[config.mk]
export PLATFORM = sky130hd
export DESIGN_NAME = usbh_nes_joypad_serializer
export DESIGN_NICKNAME = d
export VERILOG_FILES = /design/src/rtl/usbh_nes_joypad_serializer.sv
export SDC_FILE = /design/constraint.sdc
export NUM_CORES = 1
export LEC_CHECK = 0
export BUFFER_PORTS_ARGS = -buffer_cell sky130_fd_sc_hd__buf_2
export CAP_MARGIN = 20
export CORE_MARGIN = 5
export CORE_UTILIZATION = 41
export CTS_BUF_LIST = sky130_fd_sc_hd__clkbuf_8
export CTS_CLUSTER_DIAMETER = 100
export CTS_CLUSTER_SIZE = 10
export DETAILED_ROUTE_END_ITERATION = 12
export RECOVER_POWER = 100
export SYNTH_ARGS = -nofsm -noshare
export SYNTH_HDL_FRONTEND = slang
export SYNTH_SLANG_ARGS = --single-unit
[constraint.sdc]
create_clock -name i_clk -period 1.95 [get_ports i_clk]
set_input_delay 0 -clock i_clk [delete_from_list [all_inputs] [get_ports i_clk]]
set_output_delay 0 -clock i_clk [all_outputs]
set_load 0.005 [all_outputs]
[src/rtl/usbh_nes_joypad_serializer.sv]
// 4021-style NES joypad: synchronises and debounces the decoded HID button vector, then serialises it on $4016 reads.
// Optional D-pad cleanup (opposing directions cancel) is enabled by defining JOYPAD_DPAD_CLEAN_EN.
module usbh_nes_joypad_serializer #(
    parameter int   c_debounce_cycles = 64,
    parameter logic c_fill_bit        = 1'b1
) (
    input  logic       i_clk,
    input  logic       i_reset,
    input  logic [7:0] i_btn,
    input  logic       i_strobe,
    input  logic       i_read,
    output logic       o_data,
    output logic [7:0] o_btn_stable,
    output logic [3:0] o_read_count
);

    localparam int              CNT_W    = $clog2(c_debounce_cycles + 1);
    localparam logic [CNT_W-1:0] CNT_LAST = CNT_W'(c_debounce_cycles - 1);

    logic [7:0]       sync_p1;
    logic [7:0]       sync_p2;
    logic [7:0]       cand;
    logic [CNT_W-1:0] cnt;
    logic [7:0]       stable;
    logic [7:0]       load_val;
    logic [7:0]       sr;
    logic [3:0]       read_count;

    function automatic logic [7:0] dpad_clean(input logic [7:0] b);
        logic [7:0] r;
        r = b;
`ifdef JOYPAD_DPAD_CLEAN_EN
        if (b[4] && b[5]) begin
            r[4] = 1'b0;
            r[5] = 1'b0;
        end
        if (b[6] && b[7]) begin
            r[6] = 1'b0;
            r[7] = 1'b0;
        end
`endif
        return r;
    endfunction

    function automatic logic [3:0] sat_inc(input logic [3:0] v);
        return (v >= 4'd8) ? 4'd8 : v + 4'd1;
    endfunction

    // Stage p1/p2: two-flop synchroniser, then debounce against the held candidate
    always_ff @(posedge i_clk or posedge i_reset) begin
        if (i_reset) begin
            sync_p1 <= '0;
            sync_p2 <= '0;
            cand    <= '0;
            cnt     <= '0;
            stable  <= '0;
        end else begin
            sync_p1 <= i_btn;
            sync_p2 <= sync_p1;
            if (sync_p2 != cand) begin
                cand <= sync_p2;
                cnt  <= '0;
            end else if (cnt == CNT_LAST) begin
                stable <= cand;
            end else begin
                cnt <= cnt + CNT_W'(1);
            end
        end
    end

    assign load_val     = dpad_clean(stable);
    assign o_btn_stable = load_val;

    // Shift stage: strobe level reloads every cycle and takes priority over a read
    always_ff @(posedge i_clk or posedge i_reset) begin
        if (i_reset) begin
            sr         <= '0;
            read_count <= '0;
        end else if (i_strobe) begin
            sr         <= load_val;
            read_count <= '0;
        end else if (i_read) begin
            sr         <= {c_fill_bit, sr[7:1]};
            read_count <= sat_inc(read_count);
        end
    end

    assign o_data       = sr[0];
    assign o_read_count = read_count;

endmodule

==> reports/qor.yml, run 1 <==
cts:
  clockBufferDepth: 2
  worstSkewPairLatency_ps: 300
  cts_setup_buffers: 0
  cts_sinks: 51
  h-tree-depth: 2
  clock-root-buffer: "sky130_fd_sc_hd__clkbuf_8"
  clk_pin_slew_worst_paths_ps: 90
  clock_tree_from_tritoncts: "built"
  numCtsBuffers: 5
setup_path:
  rr_worst_depth: 5
  worst-r2r-setup-slack_ps: 130
  crit_path_end_kind: "flop"
  req_time_crit_path_ps: 2130
  worst_setup_path_start_kind: "flop"
  cp.arrival_ps: 2000
  critPathKind: "flop to flop"
  critPathMaxFanout: 8
  timing.rr.end: "o_btn_stable[7]"
  timing.rr.start: "cnt[0]"
run:
  max_cap_violations: 0
yosys:
  post_synth_instance_area_um2: 1949
  avgSynthCellArea_um2: 13.00
  synth.top_cell.area_share_pct: 65.47
  dominant_combinational_cell_family_by_area_after_synthesis: "simple AND/OR/NAND/NOR gates"
  synthDistinctLibCells: 29
  ys_seq_elements: 51
  synth.yosys.seq_area_share_pct: 65.47
  post_synth_mux_area_share_pct: 9.307
  ys.warnings.count: 0
  net_count_after_synthesis: 165
  synthesis.instances: 150
  synth-xor-area-share_pct: 4.493
  synth_simple_gate_area_share_pct: 9.564
  synthDominantAreaCellType: "sky130_fd_sc_hd__dfrtp_1"
  synth_compound_gate_area_share_pct: 5.584
  synth_adder_area_share_pct: 1.926
  synth_top_cells_by_area: "sky130_fd_sc_hd__dfrtp_1 65%, sky130_fd_sc_hd__mux2i_1 4.1%, sky130_fd_sc_hd__xor2_1 4.0%, sky130_fd_sc_hd__mux2_2 2.9%, sky130_fd_sc_hd__o21ai_0 2.3%"
timing:
  final.setup.tns_ps: 0
  slew_violations: 0
  post-route-min-period_ps: 1817
  fin_skew_ps: 7.266
  fmax_mhz: 550.2
  grt_setup_unrepaired: "false"
  min_period_over_period_pct: 93.20
  timing_worst_slew_pin_value_ps: 957.1
  max_slew_margin_pct: 36.12
  fin_hold_viols: 0
  finalSetupViolCount: 0
layout:
  number_of_nets_in_the_layout: 194
  fillCellCount: 403
  layoutNonFillerInstCount: 234
  drive_gt1_share_pct: 22.22
  diodes_inserted: 0
  area_growth_pct: 17.52
  final_area_um2: 2291
worst_hold_path:
  timing.hold.worst_path_depth: 2
  hold_path_class: "input pin to flop"
  hold_path_end: "o_read_count[2]"
  holdCritStartpoint: "i_strobe"
power:
  power.share.sequential_pct: 60.1
  switching_share_pct: 21.19
  ir_worst_vdd_mv: 0.5086
  p_switching_w: 0.0003910
  combPwrFrac_pct: 5.2
  p_leak_nw: 1.090
  internal-power_w: 0.001454
  clock_power_share_pct: 34.8
  pwr_density_cell_nw_per_um2: 805.3
route:
  drc: 0
  antenna_left: 0
  routed_wl_mm: 3.003
  wl_per_cell_um: 12.83
  dr_total_vias: 1162
  drt-vias-per-instance: 4.966
  drt-pass1-iter-count: 4
  drt_first_iter_violations: 44
grt:
  grt.overflow.total: 0
  grt_antenna_before_repair: 0
  first_pass_grt_wire_length_mm: 5.430
  first_global_vias: 1237
  grt_start_max_net_pins: 28
  groute.usage.overall_pct: 11.32
floorplanning:
  dieArea_um2: 6234
  die_y_um: 78.96
  num_rows: 25
  initial_core_util_pct: 41.83
  chipWidth_um: 78.96
  design.portCount: 25
  core-area_um2: 4661
placed_design:
  detailed_place.area_um2: 2105
  place.gp.congestion: 0.7306
  numPlacedInstances: 217
  numPortBuffers: 24
  place_hpwl_mm: 2.171
run_status:
  status: "complete, no violations"
-- power by group through the flow --
stage / clock network, W / registers (W) / logic (W)
after floorplan: 0 / 0.00113 / 0.0000598
after global placement: 0 / 0.00113 / 0.0000821
after detailed placement: 0 / 0.00113 / 0.0000859
after CTS: 0.000672 / 0.00111 / 0.0000998
after global routing: 0.000718 / 0.00111 / 0.000110
final: 0.000642 / 0.00111 / 0.0000951
-- layer usage --
metal / GRT usage, % / wire length [um]
met1: 13.45 / 1305
met2: 18.51 / 1464
met3: 4.308 / 172
met4: 4.639 / 62
met5: 0 / 0
-- cell usage in the layout, fill, tap and decap left out, types with 4 or more instances in the layout --
cell type / Yosys / routed
sky130_fd_sc_hd__dfrtp_1: 51 / 51
sky130_fd_sc_hd__buf_2: 0 / 19
sky130_fd_sc_hd__nand2_1: 11 / 11
sky130_fd_sc_hd__nor2_1: 11 / 11
sky130_fd_sc_hd__xor2_1: 9 / 9
sky130_fd_sc_hd__o21ai_0: 9 / 9
sky130_fd_sc_hd__dlygate4sd3_1: 0 / 9
sky130_fd_sc_hd__mux2i_1: 8 / 8
sky130_fd_sc_hd__clkbuf_8: 0 / 7
sky130_fd_sc_hd__inv_1: 5 / 5
sky130_fd_sc_hd__mux2_2: 5 / 5
sky130_fd_sc_hd__clkbuf_1: 10 / 5
sky130_fd_sc_hd__a21oi_1: 4 / 4
-- metrics by stage --
step           hold WS, ps  worst slack (ps)  total power, W  utilization, %
6_report             63.70             132.5        0.001845           49.15
5_1_grt              68.67             31.26        0.001941           49.15
4_1_cts              57.07             59.24        0.001881           49.32
3_5_place_dp         76.91             82.17        0.001216           45.15
3_3_place_gp         58.86             152.3        0.001210           45.15
2_1_floorplan        31.43             245.8        0.001185               -
-- area by class of cell --
class | count | area [um^2] | share of cell area [%]
Timing Repair Buffer | 34 | 224.0 | 9.776
Tap cell | 54 | 67.56 | 2.949
Multi-Input combinational cell | 82 | 600.6 | 26.22
Sequential cell | 51 | 1276 | 55.71
Inverter | 5 | 18.77 | 0.8192
Clock inverter | 1 | 7.507 | 0.3277
Clock buffer | 7 | 96.34 | 4.205
-- worst max-delay path by stage --
stage / start / end / slack (ps)
4_1_cts: cnt[0] / o_btn_stable[0] / 60
6_report: cnt[0] / o_btn_stable[7] / 130
3_5_place_dp: cnt[0] / o_btn_stable[0] / 80
2_1_floorplan: cnt[0] / o_btn_stable[3] / 250
5_1_grt: cnt[1] / o_btn_stable[1] / 30
3_3_place_gp: cnt[0] / o_btn_stable[1] / 150
-- cell usage after synthesis --
cell	instances
sky130_fd_sc_hd__nand2_1	11
sky130_fd_sc_hd__clkbuf_1	10
sky130_fd_sc_hd__mux2_4	3
sky130_fd_sc_hd__nor2b_1	1
sky130_fd_sc_hd__nor3_1	1
sky130_fd_sc_hd__nand3b_1	1
sky130_fd_sc_hd__inv_1	5
sky130_fd_sc_hd__o31ai_1	1
sky130_fd_sc_hd__nand3_4	1
sky130_fd_sc_hd__nand3_1	2
sky130_fd_sc_hd__xnor2_1	1
sky130_fd_sc_hd__dfrtp_1	51
sky130_fd_sc_hd__a31oi_1	2
sky130_fd_sc_hd__nor4b_1	1
sky130_fd_sc_hd__a41oi_1	1
sky130_fd_sc_hd__nor4_2	2
sky130_fd_sc_hd__ha_1	3
sky130_fd_sc_hd__xor2_1	9
sky130_fd_sc_hd__buf_1	1
sky130_fd_sc_hd__mux2_2	5
sky130_fd_sc_hd__and4_4	1
sky130_fd_sc_hd__o21ai_0	9
sky130_fd_sc_hd__or3_1	1
sky130_fd_sc_hd__a211oi_1	2
sky130_fd_sc_hd__and3_1	1
sky130_fd_sc_hd__a21oi_1	4
sky130_fd_sc_hd__nor2_1	11
sky130_fd_sc_hd__buf_6	1
sky130_fd_sc_hd__mux2i_1	8
-- cell families (layout without fill, tap and decap cells) --
logic type | Yosys count | count (layout)
mux | 16 | 16
flops | 51 | 51
compound gates | 19 | 19
fa+ha+maj | 3 | 3
simple gates | 34 | 34
buf+inv | 17 | 47
xor+xnor | 10 | 10
-- registers in the layout, summed over array words and instances (netlist names) --
register,cells
o_btn_stable,8
sync_p1,8
sync_p2,8
o_read_count,4
sr,8
cand,8
cnt,7
-- worst max-delay path: stages (launching register included) --
cell                      delay [ps]
sky130_fd_sc_hd__dfrtp_1         420
sky130_fd_sc_hd__ha_1            250
sky130_fd_sc_hd__and4_1          220
sky130_fd_sc_hd__and3_2          280
sky130_fd_sc_hd__nand3_4         170
sky130_fd_sc_hd__mux2_2          350
-- timing repair --
item                       in CTS  in global routing
hold buffers                    9                  0
gates resized for setup         0                  1
setup endpoints to repair       0                  8
hold endpoints to repair       32                  0
(Power assumes the default switching activity.)
==> run 2: changes to the inputs <==
CORE_UTILIZATION = 35   (was 41)
==> reports/qor.yml, run 2 (synthesis gave the netlist of run 1 again) <==
floorplanning:
  die_y_um: 84.63  # +7.2%
  design.portCount: 25  # unchanged
  num_rows: 27  # +8.0%
  chipWidth_um: 84.63  # +7.2%
  dieArea_um2: 7162  # +15%
  core-area_um2: 5473  # +17%
  initial_core_util_pct: 35.62  # -6.2 points
route:
  drt-pass1-iter-count: 4  # unchanged
  drc: 0  # unchanged
  drt-vias-per-instance: 4.514  # -9.1%
  wl_per_cell_um: 12.13  # -5.5%
  dr_total_vias: 1142  # -1.7%
  antenna_left: 0  # unchanged
  drt_first_iter_violations: 25  # -43%
  routed_wl_mm: 3.069  # +2.2%
timing:
  fin_skew_ps: 5.329  # -1.937 ps
  min_period_over_period_pct: 92.49  # -0.71 points
  grt_setup_unrepaired: "false"
  max_slew_margin_pct: 6.072  # -30 points
  finalSetupViolCount: 0  # unchanged
  timing_worst_slew_pin_value_ps: 1407  # +450.2 ps
  fin_hold_viols: 0  # unchanged
  post-route-min-period_ps: 1804  # -13.85 ps
  final.setup.tns_ps: 0  # unchanged
  fmax_mhz: 554.4  # +0.77%
  slew_violations: 0  # unchanged
cts:
  cts_sinks: 51  # unchanged
  clockBufferDepth: 2  # unchanged
  h-tree-depth: 2  # unchanged
  worstSkewPairLatency_ps: 300  # about the same
  clk_pin_slew_worst_paths_ps: 80  # about the same
  clock_tree_from_tritoncts: "built"
  clock-root-buffer: "sky130_fd_sc_hd__clkbuf_8"
  numCtsBuffers: 5  # unchanged
power:
  p_leak_nw: 1.075  # -1.3%
  internal-power_w: 0.001448  # -0.43%
  combPwrFrac_pct: 5.1  # about the same
  p_switching_w: 0.0003814  # -2.5%
  switching_share_pct: 20.85  # -0.34 points
  ir_worst_vdd_mv: 0.4031  # -21%
  power.share.sequential_pct: 60.6  # +0.5 points
  clock_power_share_pct: 34.4  # -0.4 points
  pwr_density_cell_nw_per_um2: 798.8  # -0.80%
placed_design:
  place.gp.congestion: 0.6961  # -4.7%
  numPortBuffers: 24  # unchanged
  detailed_place.area_um2: 2122  # +0.83%
  place_hpwl_mm: 2.253  # +3.8%
setup_path:
  worst_setup_path_start_kind: "flop"
  critPathKind: "flop to flop"
  cp.arrival_ps: 1980  # -20 ps
  critPathMaxFanout: 8  # unchanged
  req_time_crit_path_ps: 2130  # about the same
  crit_path_end_kind: "flop"
layout:
  final_area_um2: 2290  # about the same
  area_growth_pct: 17.46  # about the same
  drive_gt1_share_pct: 19.34  # -2.9 points
  number_of_nets_in_the_layout: 195  # +0.52%
  most-common-layout-cells: "51 x sky130_fd_sc_hd__dfrtp_1, 17 x sky130_fd_sc_hd__buf_2, 11 x sky130_fd_sc_hd__nand2_1, 11 x sky130_fd_sc_hd__nor2_1"
  diodes_inserted: 0  # unchanged
  layout.cells.most_common: "sky130_fd_sc_hd__dfrtp_1"
grt:
  groute.usage.overall_pct: 9.106  # -2.2 points
  first_global_vias: 1154  # -6.7%
  first_pass_grt_wire_length_mm: 5.209  # -4.1%
  grt.overflow.total: 0  # unchanged
  grt_antenna_before_repair: 0  # unchanged
  grt_start_max_net_pins: 41  # +46%
worst_hold_path:
  hold_path_class: "input pin to flop"
run_status:
  status: "complete, no violations"
run:
  max_cap_violations: 0  # unchanged
==> run 2: repair_timing <==
item                                    4_1_cts  5_1_grt
gates resized for setup                       0        1
hold endpoints to repair                     46        0
endpoints found under the setup margin        0        8
hold buffers                                  9        0
buffers inserted                              0        0
==> run 2: final timing paths <==
path	start	endpoint	slack [ps]	depth (start not counted)
max	cnt[0]	o_btn_stable[0]	150	5
max reg2reg	cnt[0]	o_btn_stable[0]	150	5
max in group asynchronous	i_reset	o_read_count[2]	450	4
min reg2reg	sync_p1[2]	sync_p2[2]	350	0
min in group asynchronous	i_reset	cand[2]	650	3
min	i_strobe	o_read_count[0]	70	2
==> run 2: stage by stage <==
stage               hold WS [ps]  cells  utilization (%)  total power [W]  setup WS, ps
global placement           108.0    236            38.77         0.001208         160.7
detailed placement         109.3    236            38.77         0.001214         84.04
finish                     72.86    253            41.84         0.001829         146.4
CTS                        63.08    253            42.25         0.001862         71.85
floorplan                  31.43    150                -         0.001185         245.8
global route               76.40    253            41.84         0.001912         46.48
==> run 2: layout make-up <==
type	count	area [um^2]
multi-input combinational	82	591.8
timing repair buffer	35	212.7
clock buffer	7	96.34
tap	72	90.09
fill	541	3183
inverter	5	18.77
clock inverter	1	3.754
sequential	51	1276
==> run 2: power groups by stage <==
| stage | Clock [W] | Combinational [W] | Sequential [W] |
|---|---|---|---|
| floorplan | 0 | 0.0000598 | 0.00113 |
| global placement | 0 | 0.0000796 | 0.00113 |
| detailed placement | 0 | 0.0000831 | 0.00113 |
| global route | 0.000692 | 0.000107 | 0.00111 |
| CTS | 0.000656 | 0.0000973 | 0.00111 |
| finish | 0.000628 | 0.0000929 | 0.00111 |
==> run 2: worst max-delay path, cell delays in order (launching register included) <==
cell	delay (ps)
sky130_fd_sc_hd__dfrtp_1	410
sky130_fd_sc_hd__ha_1	230
sky130_fd_sc_hd__and4_4	250
sky130_fd_sc_hd__and3_2	290
sky130_fd_sc_hd__nand3_4	150
sky130_fd_sc_hd__mux2_1	360
==> run 2: layer usage <==
metal	routed length, um	GRT usage, %
met5	0	0
met4	54	4.317
met3	185	3.042
met2	1435	14.66
met1	1393	10.97
==> run 3: changes to the inputs <==
ABC_AREA = 1   (was not set)
==> reports/qor.yml, run 3 <==
layout:
  number_of_nets_in_the_layout: 240  # +23%
  layout.cells.most_common: "sky130_fd_sc_hd__dfrtp_1"
  area_growth_pct: 18.85
  drive_gt1_share_pct: 18.14  # -1.2 points
  diodes_inserted: 0  # unchanged
  most-common-layout-cells: "51 x sky130_fd_sc_hd__dfrtp_1, 39 x sky130_fd_sc_hd__nand2_1, 20 x sky130_fd_sc_hd__inv_1, 20 x sky130_fd_sc_hd__buf_2, 12 x sky130_fd_sc_hd__nor2_1"
yosys:
  synthesis.instances: 192  # +28%
  synthDistinctLibCells: 30  # +3.4%
  main_synth_ff_type: "sky130_fd_sc_hd__dfrtp_1"
  net_count_after_synthesis: 207  # +25%
  synth-async-reset-ratio_pct: 100.0  # unchanged
  ys_seq_elements: 51  # unchanged
  synthTopCellsByCount: "51 x sky130_fd_sc_hd__dfrtp_1, 38 x sky130_fd_sc_hd__nand2_1, 19 x sky130_fd_sc_hd__inv_1, 11 x sky130_fd_sc_hd__nor2_1, 9 x sky130_fd_sc_hd__nand4_1"
  post_synth_instance_area_um2: 2038  # +4.6%
  ys.warnings.count: 0  # unchanged
  synth.top_cell.area_share_pct: 62.62  # -2.9 points
  synth.yosys.seq_area_share_pct: 62.62  # -2.9 points
  synth_top_cells_by_area: "sky130_fd_sc_hd__dfrtp_1 63%, sky130_fd_sc_hd__nand2_1 7.0%, sky130_fd_sc_hd__inv_1 3.5%, sky130_fd_sc_hd__nand4_1 2.8%, sky130_fd_sc_hd__o22ai_1 2.1%"
  avgSynthCellArea_um2: 10.62  # -18%
  synthDominantAreaCellType: "sky130_fd_sc_hd__dfrtp_1"
  post-synth-top-count-cell: "sky130_fd_sc_hd__dfrtp_1"
  synth_edf_count: 0  # unchanged
route:
  drt_first_iter_violations: 71  # +180%
  wl_met2_mm: 1.556  # +8.4%
  met1_length_mm: 1.681  # +21%
  dr_total_vias: 1335  # +17%
  met3RoutedLength_um: 176  # -4.9%
  drc: 0  # unchanged
  drt-pass1-iter-count: 4  # unchanged
  top_layer: "met4"
  routed_wl_mm: 3.449  # +12%
  drt-vias-per-instance: 4.480  # -0.75%
  antenna_left: 0  # unchanged
  wl_per_cell_um: 11.57  # -4.6%
setup_path:
  crit_path_start: "cnt[0]"
  worst_setup_path_start_kind: "flop"
  critPathMaxFanout: 11  # +3
  slowest_stage: "sky130_fd_sc_hd__dfrtp_1"
  timing.critical_path.slowest_cell_delay_ps: 410  # about the same
  timing.rr.end: "o_btn_stable[7]"
  cp.arrival_ps: 1790  # -190 ps
  rr_worst_depth: 8  # +3
  critical_path.cell_chain: "ha_1 > nand3_1 > nor2_1 > nand2_4 > inv_4 > nand3_4 > nand2_1 > nand2_1"
  timing.rr.start: "cnt[0]"
  crit_end: "o_btn_stable[7]"
  crit_path_end_kind: "flop"
  critical_path_depth: 8  # +3
  critPathKind: "flop to flop"
  worst-r2r-setup-slack_ps: 360  # +210 ps
  req_time_crit_path_ps: 2150  # +20 ps
  cp.buffers_inverters: 1  # +1
  path_common_cell: "sky130_fd_sc_hd__nand2_1"
  crit_family: "simple AND/OR/NAND/NOR gates"
grt:
  grt_start_max_net_pins: 22  # -46%
  grt_antenna_before_repair: 0  # unchanged
  groute.usage.overall_pct: 10.48  # +1.4 points
  first_global_vias: 1282  # +11%
  first_pass_grt_wire_length_mm: 6.051  # +16%
  grt.overflow.total: 0  # unchanged
cts:
  clock-root-buffer: "sky130_fd_sc_hd__clkbuf_8"
  numCtsBuffers: 5  # unchanged
  h-tree-depth: 2  # unchanged
  clockBufferDepth: 2  # unchanged
  clock_tree_from_tritoncts: "built"
  worstSkewPairLatency_ps: 300  # about the same
  cts_setup_buffers: 0  # unchanged
  cts_sinks: 51  # unchanged
  clk_pin_slew_worst_paths_ps: 90  # about the same
timing:
  fin_skew_ps: 9.922  # +4.592 ps
  post-route-min-period_ps: 1592  # -212.0 ps
  finalSetupViolCount: 0  # unchanged
  fin_hold_viols: 0  # unchanged
  fin_ws_ps: 358.4  # +212.0 ps
  timing_worst_slew_pin_value_ps: 563.3  # -844.0 ps
  final.setup.tns_ps: 0  # unchanged
  grt_setup_unrepaired: "false"
  fmax_mhz: 628.3  # +13%
  slew_violations: 0  # unchanged
  min_period_over_period_pct: 81.62  # -11 points
  max_slew_margin_pct: 62.40  # +56 points
power:
  ir_worst_vdd_mv: 0.5546  # +38%
  p_leak_nw: 1.191  # +11%
  pwr_density_cell_nw_per_um2: 870.8  # +9.0%
floorplanning:
  dieArea_um2: 7449  # +4.0%
  num_rows: 27  # unchanged
  initial_core_util_pct: 36.57  # +0.95 points
  design.portCount: 25  # unchanged
  die_y_um: 86.31  # +2.0%
  chipWidth_um: 86.31  # +2.0%
  core-area_um2: 5574  # +1.9%
run_status:
  status: "complete, no violations"
worst_hold_path:
  hold_path_class: "input pin to async pin"
placed_design:
  place.gp.congestion: 0.7514  # +7.9%
  place_hpwl_mm: 2.462  # +9.3%
  pre_cts_slack_ps: 496.1  # +412.0 ps
  numPortBuffers: 24  # unchanged
run:
  max_cap_violations: 0  # unchanged
==> run 3: cell types whose count changed after synthesis, moves of 3 or more <==
| cell | previous run | this run |
|---|---|---|
| sky130_fd_sc_hd__o22ai_1 | 0 | 7 |
| sky130_fd_sc_hd__xor2_1 | 9 | 1 |
| sky130_fd_sc_hd__nor3_1 | 1 | 7 |
| sky130_fd_sc_hd__mux2_4 | 3 | 0 |
| sky130_fd_sc_hd__nand2_1 | 11 | 38 |
| sky130_fd_sc_hd__nor2_4 | 0 | 3 |
| sky130_fd_sc_hd__mux2i_1 | 8 | 0 |
| sky130_fd_sc_hd__inv_1 | 5 | 19 |
| sky130_fd_sc_hd__xnor2_1 | 1 | 4 |
| sky130_fd_sc_hd__o21ai_0 | 9 | 5 |
| sky130_fd_sc_hd__nand4_1 | 0 | 9 |
| sky130_fd_sc_hd__mux2_2 | 5 | 0 |
==> run 3: cells by family (layout without fill, tap and decap cells) <==
| family | Yosys count | after routing | synth area share, % |
|---|---|---|---|
| AO/OA/AOI/OAI | 20 | 20 | 5.893 |
| XOR/XNOR | 5 | 5 | 2.148 |
| adder cells (fa/ha/maj) | 3 | 3 | 1.842 |
| buffers and inverters | 32 | 66 | 6.937 |
| flip-flops | 51 | 51 | 62.61 |
| AND/OR/NAND/NOR | 81 | 81 | 20.56 |
==> run 3: area by class of cell <==
type | instances | area, um^2
Fill cell | 539 | 3152
Timing Repair Buffer | 37 | 237.7
Clock inverter | 3 | 67.56
Tap cell | 72 | 90.09
Inverter | 21 | 81.33
Sequential cell | 51 | 1276
Clock buffer | 5 | 68.82
Multi-Input combinational cell | 109 | 600.6
==> run 3: repair_timing <==
action / 4_1_cts / 5_1_grt
gates resized for setup: 0 / 0
hold buffers: 11 / 0
hold endpoints to repair: 25 / 0
==> run 3: how the worst min path moves through the flow <==
stage	slack, ps	end
2_1_floorplan	30	sync_p1[0]
3_3_place_gp	-30	sync_p1[1]
3_5_place_dp	-20	sync_p1[1]
4_1_cts	190	cnt[0]
5_1_grt	340	cnt[0]
6_report	290	sync_p1[1]
==> run 3: tightest hold or removal path, stage by stage <==
cell                            delay [ps]
sky130_fd_sc_hd__dlygate4sd3_1         530
sky130_fd_sc_hd__buf_2                 110
sky130_fd_sc_hd__inv_1                 410
==> run 3: report_power, final <==
group / internal, W / switching (W) / leakage (nW)
logic: 0.0000572 / 0.0000738 / 0.485
registers: 0.00110 / 0.0000268 / 0.642
clock network: 0.000511 / 0.000339 / 0.0644
total: 0.00167 / 0.000440 / 1.19
==> run 3: per-layer routing <==
layer / vias to the layer above / global-route usage, %
li1: 681 / -
met1: 623 / 14.63
met2: 29 / 15.35
met3: 2 / 3.232
met4: 0 / 3.824
met5: - / 0
==> run 3: stage by stage <==
step / instance area [um^2] / util, % / total power, W / cells / hold WS, ps
after floorplan: 2038 / - / 0.001230 / 192 / 31.43
after global placement: 2203 / 39.53 / 0.001264 / 279 / -26.55
after detailed placement: 2203 / 39.53 / 0.001268 / 279 / -23.78
after CTS: 2450 / 43.95 / 0.002135 / 298 / 190.0
after global routing: 2422 / 43.46 / 0.002203 / 298 / 344.8
final: 2422 / 43.46 / 0.002109 / 298 / 286.6
